<file path="config.mk">
export PLATFORM = sky130hd
export DESIGN_NAME = atm_txn_engine_flat
export DESIGN_NICKNAME = d
export VERILOG_FILES = /design/src/rtl/atm_txn_engine_if.sv /design/src/rtl/atm_txn_engine.sv /design/src/flat_wrapper.sv
export SDC_FILE = /design/constraint.sdc
export NUM_CORES = 1
export LEC_CHECK = 0
export BUFFER_PORTS_ARGS = -buffer_cell sky130_fd_sc_hd__buf_2
export CORE_MARGIN = 2
export CORE_UTILIZATION = 25
export DETAILED_ROUTE_END_ITERATION = 10
export GPL_ROUTABILITY_DRIVEN = 0
export PLACE_DENSITY_LB_ADDON = 0.3
export SLEW_MARGIN = 20
export SYNTH_ARGS = -nofsm -noshare
export SYNTH_HDL_FRONTEND = slang
export SYNTH_SLANG_ARGS = --single-unit
</file>
<file path="constraint.sdc">
create_clock -name clk -period 6.7 [get_ports clk]
set_input_delay 0.67 -clock clk [delete_from_list [all_inputs] [get_ports clk]]
set_output_delay 0.67 -clock clk [all_outputs]
set_load 0.005 [all_outputs]
</file>
<file path="src/rtl/atm_txn_engine_if.sv">
// Request/response handshake bundle for atm_txn_engine.
// The master drives requests and accepts responses; the slave is the engine.
interface atm_txn_engine_if #(
    parameter int ACCT_W = 4,
    parameter int AMT_W  = 10
);
    logic              req_valid;
    logic              req_ready;
    logic [1:0]        select;
    logic [ACCT_W-1:0] origin_account_number;
    logic [ACCT_W-1:0] purpose_account_number;
    logic [AMT_W-1:0]  transfer_amount;
    logic              resp_valid;
    logic              resp_ready;
    logic [1:0]        result;
    logic [AMT_W-1:0]  inventory_result;

    modport master (
        output req_valid, select, origin_account_number, purpose_account_number,
               transfer_amount, resp_ready,
        input  req_ready, resp_valid, result, inventory_result
    );

    modport slave (
        input  req_valid, select, origin_account_number, purpose_account_number,
               transfer_amount, resp_ready,
        output req_ready, resp_valid, result, inventory_result
    );
endinterface

</file>
<file path="src/rtl/atm_txn_engine.sv">
// Clocked ATM transaction engine: balance register file plus IDLE/LOOKUP/EXEC/RESP FSM.
// Define ATM_TXN_STATS_EN to add saturating ok_count/fail_count outputs.
module atm_txn_engine #(
    parameter int N_ACCOUNTS   = 12,
    parameter int ACCT_W       = 4,
    parameter int AMT_W        = 10,
    parameter int INIT_BALANCE = 100
) (
    input  logic              clk,
    input  logic              rst,
    atm_txn_engine_if.slave   bus
`ifdef ATM_TXN_STATS_EN
    ,
    output logic [15:0]       ok_count,
    output logic [15:0]       fail_count
`endif
);
    typedef enum logic [1:0] {IDLE, LOOKUP, EXEC, RESP} state_t;

    localparam logic [1:0]        RES_OK  = 2'b00;
    localparam logic [1:0]        RES_NSF = 2'b01;
    localparam logic [1:0]        RES_INV = 2'b10;
    localparam logic [1:0]        RES_OVF = 2'b11;
    localparam logic [ACCT_W:0]   N_LIM   = (ACCT_W+1)'(N_ACCOUNTS);
    localparam logic [AMT_W:0]    AMT_MAX = {1'b0, {AMT_W{1'b1}}};

    function automatic logic [15:0] sat_inc(input logic [15:0] v);
        return (v == 16'hFFFF) ? v : v + 16'd1;
    endfunction

    state_t            state;
    logic [AMT_W-1:0]  bal [N_ACCOUNTS];

    logic [1:0]        sel_p0;
    logic [ACCT_W-1:0] org_p0, pur_p0;
    logic [AMT_W-1:0]  amt_p0;
    logic              org_ok_p1, pur_ok_p1;
    logic [AMT_W-1:0]  org_bal_p1, pur_bal_p1;

    logic              org_ok, pur_ok;
    logic [1:0]        res_x;
    logic [AMT_W-1:0]  inv_x, org_new, pur_new;
    logic              org_we, pur_we;

    assign org_ok = {1'b0, org_p0} < N_LIM;
    assign pur_ok = {1'b0, pur_p0} < N_LIM;

    // Stage p0: capture request on accept; stage p1: range check and balance read
    always_ff @(posedge clk) begin
        if (state == IDLE && bus.req_valid && bus.req_ready) begin
            sel_p0 <= bus.select;
            org_p0 <= bus.origin_account_number;
            pur_p0 <= bus.purpose_account_number;
            amt_p0 <= bus.transfer_amount;
        end
        if (state == LOOKUP) begin
            org_ok_p1  <= org_ok;
            pur_ok_p1  <= pur_ok;
            org_bal_p1 <= org_ok ? bal[org_p0] : '0;
            pur_bal_p1 <= pur_ok ? bal[pur_p0] : '0;
        end
    end

    // Stage p2: decide the outcome from the looked-up balances
    always_comb begin
        res_x   = RES_OK;
        inv_x   = '0;
        org_we  = 1'b0;
        pur_we  = 1'b0;
        org_new = org_bal_p1 - amt_p0;
        pur_new = pur_bal_p1 + amt_p0;
        unique case (sel_p0)
            2'b00: ;
            2'b01: begin
                if (!org_ok_p1) res_x = RES_INV;
                else            inv_x = org_bal_p1;
            end
            2'b10: begin
                if (!org_ok_p1) begin
                    res_x = RES_INV;
                end else if (amt_p0 > org_bal_p1) begin
                    res_x = RES_NSF;
                    inv_x = org_bal_p1;
                end else begin
                    org_we = 1'b1;
                    inv_x  = org_new;
                end
            end
            default: begin
                if (!org_ok_p1 || !pur_ok_p1) begin
                    res_x = RES_INV;
                    inv_x = org_ok_p1 ? org_bal_p1 : '0;
                end else if (org_p0 == pur_p0) begin
                    inv_x = org_bal_p1;
                end else if (amt_p0 > org_bal_p1) begin
                    res_x = RES_NSF;
                    inv_x = org_bal_p1;
                end else if (({1'b0, pur_bal_p1} + {1'b0, amt_p0}) > AMT_MAX) begin
                    res_x = RES_OVF;
                    inv_x = org_bal_p1;
                end else begin
                    org_we = 1'b1;
                    pur_we = 1'b1;
                    inv_x  = org_new;
                end
            end
        endcase
    end

    always_ff @(posedge clk or posedge rst) begin
        if (rst) begin
            state                <= IDLE;
            bus.req_ready        <= 1'b1;
            bus.resp_valid       <= 1'b0;
            bus.result           <= RES_OK;
            bus.inventory_result <= '0;
            for (int i = 0; i < N_ACCOUNTS; i++) bal[i] <= AMT_W'(INIT_BALANCE);
`ifdef ATM_TXN_STATS_EN
            ok_count   <= '0;
            fail_count <= '0;
`endif
        end else begin
            unique case (state)
                IDLE: begin
                    if (bus.req_valid) begin
                        state         <= LOOKUP;
                        bus.req_ready <= 1'b0;
                    end
                end
                LOOKUP: state <= EXEC;
                EXEC: begin
                    if (org_we) bal[org_p0] <= org_new;
                    if (pur_we) bal[pur_p0] <= pur_new;
                    bus.result           <= res_x;
                    bus.inventory_result <= inv_x;
                    bus.resp_valid       <= 1'b1;
                    state                <= RESP;
`ifdef ATM_TXN_STATS_EN
                    if (sel_p0 != 2'b00) begin
                        if (res_x == RES_OK) ok_count   <= sat_inc(ok_count);
                        else                 fail_count <= sat_inc(fail_count);
                    end
`endif
                end
                default: begin
                    if (bus.resp_ready) begin
                        bus.resp_valid <= 1'b0;
                        bus.req_ready  <= 1'b1;
                        state          <= IDLE;
                    end
                end
            endcase
        end
    end
endmodule

</file>
<file path="src/flat_wrapper.sv">
// flat-port wrapper written by rule: the top's interface ports become plain ports
module atm_txn_engine_flat 
#(
    parameter int N_ACCOUNTS   = 12,
    parameter int ACCT_W       = 4,
    parameter int AMT_W        = 10,
    parameter int INIT_BALANCE = 100
)
  (clk, rst, bus_req_valid, bus_select, bus_origin_account_number, bus_purpose_account_number, bus_transfer_amount, bus_resp_ready, bus_req_ready, bus_resp_valid, bus_result, bus_inventory_result);
  atm_txn_engine_if #(.ACCT_W(ACCT_W), .AMT_W(AMT_W)) bus_i ();
  input  logic clk;
  input  logic rst;
  input wire logic [$bits(bus_i.req_valid)-1:0] bus_req_valid;
  input wire logic [$bits(bus_i.select)-1:0] bus_select;
  input wire logic [$bits(bus_i.origin_account_number)-1:0] bus_origin_account_number;
  input wire logic [$bits(bus_i.purpose_account_number)-1:0] bus_purpose_account_number;
  input wire logic [$bits(bus_i.transfer_amount)-1:0] bus_transfer_amount;
  input wire logic [$bits(bus_i.resp_ready)-1:0] bus_resp_ready;
  output wire logic [$bits(bus_i.req_ready)-1:0] bus_req_ready;
  output wire logic [$bits(bus_i.resp_valid)-1:0] bus_resp_valid;
  output wire logic [$bits(bus_i.result)-1:0] bus_result;
  output wire logic [$bits(bus_i.inventory_result)-1:0] bus_inventory_result;
  assign bus_i.req_valid = bus_req_valid;
  assign bus_i.select = bus_select;
  assign bus_i.origin_account_number = bus_origin_account_number;
  assign bus_i.purpose_account_number = bus_purpose_account_number;
  assign bus_i.transfer_amount = bus_transfer_amount;
  assign bus_i.resp_ready = bus_resp_ready;
  assign bus_req_ready = bus_i.req_ready;
  assign bus_resp_valid = bus_i.resp_valid;
  assign bus_result = bus_i.result;
  assign bus_inventory_result = bus_i.inventory_result;
  atm_txn_engine #(.N_ACCOUNTS(N_ACCOUNTS), .ACCT_W(ACCT_W), .AMT_W(AMT_W), .INIT_BALANCE(INIT_BALANCE)) u_core (.clk(clk), .rst(rst), .bus(bus_i));
endmodule
</file>
**Yosys cells after proc, flatten, opt, wreduce, memory -nomap -nowiden**

Index checks and enable logic that the tools add are counted.

- Register bits after elaboration: 178
- Latch bits: 0
- RAM bits: 0
- Memory bits (read-only): 0
- Bits of input ports: 24
- Output and inout port bits: 14
- Word-level logic and storage cells: 112
- Memories kept: 0

- Add/subtract/negate cells: 3
- Multipliers: 0
- Divide/modulo/power cells: 0
- Order comparisons: 8
- Equal/unequal tests: 6
- Shift operators: 0
- Mux-type cells: 47
- Bitwise gates (word level): 4
- Reduce and logical (&&, ||, !) cells: 19

Operator list:

| kind | count |
|---|---|
| two-way mux 120 bit | 3 |
| bitwise mux 120 bit | 2 |
| two-way mux 10 bit | 13 |
| binary-select mux 10 bit (select 4 bit) | 2 |
| demux 10 bit (select 4 bit) | 2 |
| case mux 10 bit (3 select lines) | 1 |
| two-way mux 2 bit | 8 |
| case mux 2 bit (3 select lines) | 2 |
| adder 10 x 10 -> 11 bit | 1 |
| greater-than comparator 11 x 10 -> 1 bit, second input constant | 1 |
| two-way mux 1 bit | 11 |
| adder 10 bit | 1 |
| greater-or-equal comparator 5 bit, second input constant | 2 |
| greater-than comparator 10 bit | 1 |
| < comparator 5 x 1 -> 1 bit, second input constant | 2 |
| NOT 4 -> 5 bit | 2 |
| subtractor 10 bit | 1 |
| < comparator 4 bit, second input constant | 2 |
| case mux 1 bit (2 select lines) | 3 |
| OR reduction 2 bit | 3 |
| == test 2 x 1 -> 1 bit, second input constant | 2 |
| == test 2 bit, second input constant | 2 |
| == test 4 bit | 1 |
| logical AND 1 bit | 4 |
| other kinds (10) | 15 |

**Depth between registers and ports, before layout**

- Depth after elaboration: 11
- Depth in mapped cells: 13
- Depth with buffers taken out: 11

**Least setup slack after synthesis**

OpenSTA, ideal clock, no wires.

- Kind: flip-flop to flip-flop
- From: register u_core.amt_p0[0]
- To: register u_core.bal[49] (netlist bit)
- Setup time: 94 ps
- Data arrival time: 3068 ps
- Slack: 3538 ps
- Stages on the path, launching flop included: 12
- Period minus slack after synthesis: 3162 ps
- Cells stage by stage: edfxtp_1 -> ha_1 -> fa_1 -> a211oi_2 -> o21bai_1 -> o2111a_2 -> or4_1 -> buf_2 -> a211o_1 -> buf_6 -> nor2b_4 -> a221oi_2

- Longest elaborated chain between the ends: 11

RTL lines:

| what | RTL line | text |
|---|---|---|
| start: declaration | atm_txn_engine.sv:36 | `logic [AMT_W-1:0] amt_p0;` |
| start signal: assignment | atm_txn_engine.sv:54 | `amt_p0 <= bus.transfer_amount;` |
| adder 10 x 10 -> 11 bit | atm_txn_engine.sv:98 | `end else if (({1'b0, pur_bal_p1} + {1'b0, amt_p0}) > AMT_MAX) begin` |
| greater-than comparator 11 x 10 -> 1 bit | atm_txn_engine.sv:98 |  |
| two-way mux 1 bit | atm_txn_engine.sv:98 |  |
| two-way mux 1 bit | atm_txn_engine.sv:95 | `end else if (amt_p0 > org_bal_p1) begin` |
| two-way mux 1 bit | atm_txn_engine.sv:93 | `end else if (org_p0 == pur_p0) begin` |
| two-way mux 1 bit | atm_txn_engine.sv:90 | `if (!org_ok_p1 \|\| !pur_ok_p1) begin` |
| case mux 1 bit (2 select lines) | atm_txn_engine.sv:72 | `unique case (sel_p0)` |
| two-way mux 120 bit | atm_txn_engine.sv:132 | `if (org_we) bal[org_p0] <= org_new;` |
| two-way mux 120 bit | atm_txn_engine.sv:123 | `unique case (state)` |
| bitwise mux 120 bit | atm_txn_engine.sv:133 | `if (pur_we) bal[pur_p0] <= pur_new;` |
| two-way mux 120 bit * | atm_txn_engine.sv:133 |  |
| end signal: indexed assignment | atm_txn_engine.sv:132 |  |
| end signal: indexed assignment | atm_txn_engine.sv:133 |  |
| end: declaration | atm_txn_engine.sv:32 | `logic [AMT_W-1:0] bal [N_ACCOUNTS];` |

Every way passes the cells marked *; elsewhere a longest branch is shown, timed or not. The select of a mux whose other input is x is not followed.
A chain may end at the register's enable or synchronous reset.

**Final worst setup path**

- From: register u_core.org_bal_p1[0]
- To: register u_core.bal[29] (netlist bit)

- Longest elaborated chain between the ends: 9

RTL lines:

| what | RTL line | text |
|---|---|---|
| start: declaration | atm_txn_engine.sv:38 | `logic [AMT_W-1:0] org_bal_p1, pur_bal_p1;` |
| start signal: assignment | atm_txn_engine.sv:59 | `org_bal_p1 <= org_ok ? bal[org_p0] : '0;` |
| greater-than comparator 10 bit | atm_txn_engine.sv:81, atm_txn_engine.sv:95 |  |
| two-way mux 1 bit | atm_txn_engine.sv:95 |  |
| two-way mux 1 bit | atm_txn_engine.sv:93 |  |
| two-way mux 1 bit | atm_txn_engine.sv:90 |  |
| case mux 1 bit (2 select lines) | atm_txn_engine.sv:72 |  |
| two-way mux 120 bit | atm_txn_engine.sv:132 |  |
| two-way mux 120 bit | atm_txn_engine.sv:123 |  |
| bitwise mux 120 bit | atm_txn_engine.sv:133 |  |
| two-way mux 120 bit * | atm_txn_engine.sv:133 |  |

Marks and branches as above.

==> summary.txt <==
Timing
  • Final Cycle Share: 63.0%
  • Highest clock rate: 237 MHz
  • Final Setup Violations: 0
  • Final Hold Vio Count: 0
  • Worst-margin pin slew: 1.11 ns
  • Setup TNS: 0 ns
  • Worst rel slew slack: ~26%
  • Final Max Tran Viols: 0
  • Final Critical Period: 4.22 ns
  • RSZ-0062 raised after global routing: false
  • Worst Clk Skew: around 0.014 ns

Detailed routing
  • Iteration-0 DRC Markers: slightly below 1000
  • Total Wirelength: 39.3 mm
  • DR DRC count: 0
  • Drt first pass iters: 6
  • DR vias: 9012
  • Via density: 5.80
  • ANT nets after route: 0
  • Routed len/inst: roughly 25 um

Setup path
  • Delay-heaviest family, CP: compound AO/OA/AOI/OAI gates
  • Crit Reg-Reg Endpoint: u_core.bal[29]$_DFFE_PP0P_
  • Crit-path cells: inv_1 -> ha_1 -> inv_1 -> fa_1 -> a211oi_1 -> o211ai_1 -> a31oi_2 -> buf_4 -> nor4_1 -> o211ai_1 -> nor2b_1 -> a221oi_1
  • R2R setup slack: ~2.5 ns
  • Worst Setup Start Kind: flop
  • Worst-path maximum fanout: 18
  • CP Class: reg2reg
  • CP arrival: approximately 4.5 ns
  • Slowest-stage cell, CP: a31oi_2
  • FF-to-FF path depth: 12
  • Max incr delay on CP: about 0.86 ns
  • Critical Path RT: 7.02 ns
  • R2r startpoint: u_core.org_bal_p1[0]$_SDFFCE_PP0P_
  • Endpoint class of the critical path: flop
  • WP buf/inv: 3

Pwr
  • Overall power: 4.70 mW
  • P per Cell Area: between 300 and 400 nW/um^2
  • LEAKAGE: ~4.6 nW
  • Worst IR drop on VDD: 177 uV

Clock tree
  • H-tree depth: 4
  • TritonCTS clock tree: yes
  • CTS Root Cell: clkbuf_16
  • PostCTS Resize Cnt: 0
  • # Post-CTS Setup Buffers: 0
  • Clock-pin transition on the worst setup and hold timing paths: 0.08 ns
  • CTS sink cnt: approximately 180
  • Worst-Skew Late Latency: 0.46 ns
  • Hold-fix buffers, CTS: 0
  • Total CTS buffers: 17
  • Worst-case clock buffer depth: 2

GRT
  • Vias in the first global route: 8940
  • First-pass GRT wire length: slightly below 60 mm
  • GR Util All Layers: 17.8%
  • Initial antenna violation count: 0
  • Remaining global-route overflow: 0
  • Largest net degree at the start of global routing: 87

Layout
  • Filler instances: 4352
  • Commonest non-fill, non-tap cell in the layout: nand2_1
  • Nets: 1049
  • Synthesis-to-finish area growth: 13.0%
  • Most frequent cells in the layout: nand2_1 (159), dfrtp_1 (99), o221ai_1 (85), mux4_2 (60), edfxtp_1 (42)
  • Non-filler instance count after layout: 1553
  • Share of post-route cells with drive strength above 1: 21.1%

Synthesis
  • Cell Area, Synth: 10700 sq um
  • Mux cell area share after synthesis: 15.6%
  • Seq/Total Area, Yosys: 44.2%
  • Synth unique cells: 65
  • Compound-gate portion of the synthesized area: 18.3%
  • Flops & latches, synth: around 180
  • Avg Synthesized Cell Area: between 10 and 15 sq um
  • Largest family of logic cells by synthesized area: compound AO/OA/AOI/OAI gates
  • FFs w/ async S/R, synth: 76.4%
  • Syn nets: 1039
  • Synthesized-area fraction occupied by adder cells: 3.07%
  • Ys Warns: 0
  • Xor and xnor fraction of the mapped netlist area: 1.31%
  • Simple-Gate Fraction of Synth Area: 13.6%
  • Number of flops mapped to enable cells by yosys: 42
  • Main synth FF type: dfrtp_1
  • Syn Inst Count: 990

Flow run
  • Maxcap violations: 0

Floorplan
  • Io pins: 38
  • Die width: 211 um
  • Placeable Area: 42000 sq um
  • Die area: 44300 sq um
  • Row count: 75
  • Die Y: 211 um
  • Initial core utilization: 25.4%

Placed design
  • HPWL after DPL: approximately 27 mm
  • Placed cells: roughly 1500
  • Input/output buffers: 37

Min path
  • Hold Crit Class: in2async

Run status
  • Status: completed
synthesized netlist by cell type (14+ instances only):
library cell	number	share of area [%]
a21o_1	23	1.6
a21oi_1	24	1.1
a221oi_1	16	1.3
buf_1	15	0.53
clkbuf_1	45	1.6
dfrtp_1	99	23
dfstp_2	37	9.1
edfxtp_1	42	12
ha_1	23	2.7
inv_1	31	1.1
mux2i_1	23	2.2
mux4_2	60	13
nand2_1	159	5.6
nand3_1	33	1.5
nor2_1	36	1.3
nor2b_1	14	0.82
nor3_1	25	1.2
o211ai_1	19	1.3
o21ai_0	33	1.5
o221ai_1	85	7.0
o22ai_1	15	0.88
through the flow:
stage	setup WS [ns]	hold slack, ns	area [sq um]	utilization (%)
6_report	2.48	0.359	12100	28.7
5_1_grt	2.20	0.371	12000	28.7
4_1_cts	2.57	0.379	12000	28.7
3_5_place_dp	2.58	0.483	11500	27.2
3_3_place_gp	2.42	0.471	11400	27.2
2_1_floorplan	2.45	0.461	10700	-
routing by layer:
metal / routed length [um] / part of all wire, % / vias up / global-route usage, %
li1: - / - / 3908 / -
met1: 16800 / 43 / 4601 / 23.9
met2: 17900 / 46 / 423 / 27.8
met3: 3010 / 7.6 / 80 / 3.77
met4: 1560 / 4.0 / 0 / 7.87
met5: 0 / 0 / - / 0
kinds of logic after synthesis:
family,count (synthesis)
XOR/XNOR,16
AO/OA/AOI/OAI,260
buffers and inverters,105
adder cells (fa/ha/maj),25
flip-flops,178
multiplexers,90
AND/OR/NAND/NOR,316
registers in the layout, indices dropped and copies added, names as in the netlist:
signal and flops:
u_core.org_bal_p1 10, u_core.bus.inventory_result 10, u_core.bus.resp_valid 1, u_core.bus.req_ready 1, u_core.org_ok_p1 1, u_core.state 2, u_core.sel_p0 2, u_core.pur_ok_p1 1
u_core.org_p0 4, u_core.bus.result 2, u_core.pur_bal_p1 10, u_core.bal 120, u_core.pur_p0 4, u_core.amt_p0 10
where the power goes:
part / switching (mW) / internal (mW)
logic: 1.29 / 0.697
registers: 0.228 / 1.44
clock network: 0.510 / 0.529
total: 2.03 / 2.67
final cells by class:
cell class / count / area, sq um / share of cell area, %
inverter: 31 / 121 / 1.01
clock inverter: 13 / 130 / 1.08
timing repair buffer: 65 / 395 / 3.28
antenna: 1 / 2.50 / 0.0208
clock buffer: 19 / 464 / 3.85
tap: 539 / 674 / 5.60
multi-input combinational: 707 / 5550 / 46.1
sequential: 178 / 4710 / 39.1
worst max path at each step:
stage / slack [ns] / depth (start not counted) / end / startpoint
after floorplan: 2.45 / 1 / u_core.bal[0]$_DFFE_PP0P_ / rst
after global placement: 2.42 / 8 / u_core.bal[16]$_DFFE_PP1P_ / u_core.pur_p0[3]$_DFFE_PP_
after detailed placement: 2.58 / 12 / u_core.bal[29]$_DFFE_PP0P_ / u_core.org_bal_p1[0]$_SDFFCE_PP0P_
after CTS: 2.57 / 12 / u_core.bal[29]$_DFFE_PP0P_ / u_core.org_bal_p1[0]$_SDFFCE_PP0P_
after global routing: 2.20 / 12 / u_core.bal[94]$_DFFE_PP0P_ / u_core.org_bal_p1[0]$_SDFFCE_PP0P_
final: 2.48 / 12 / u_core.bal[29]$_DFFE_PP0P_ / u_core.org_bal_p1[0]$_SDFFCE_PP0P_
Note: power is estimated with default switching activity, not from simulation.
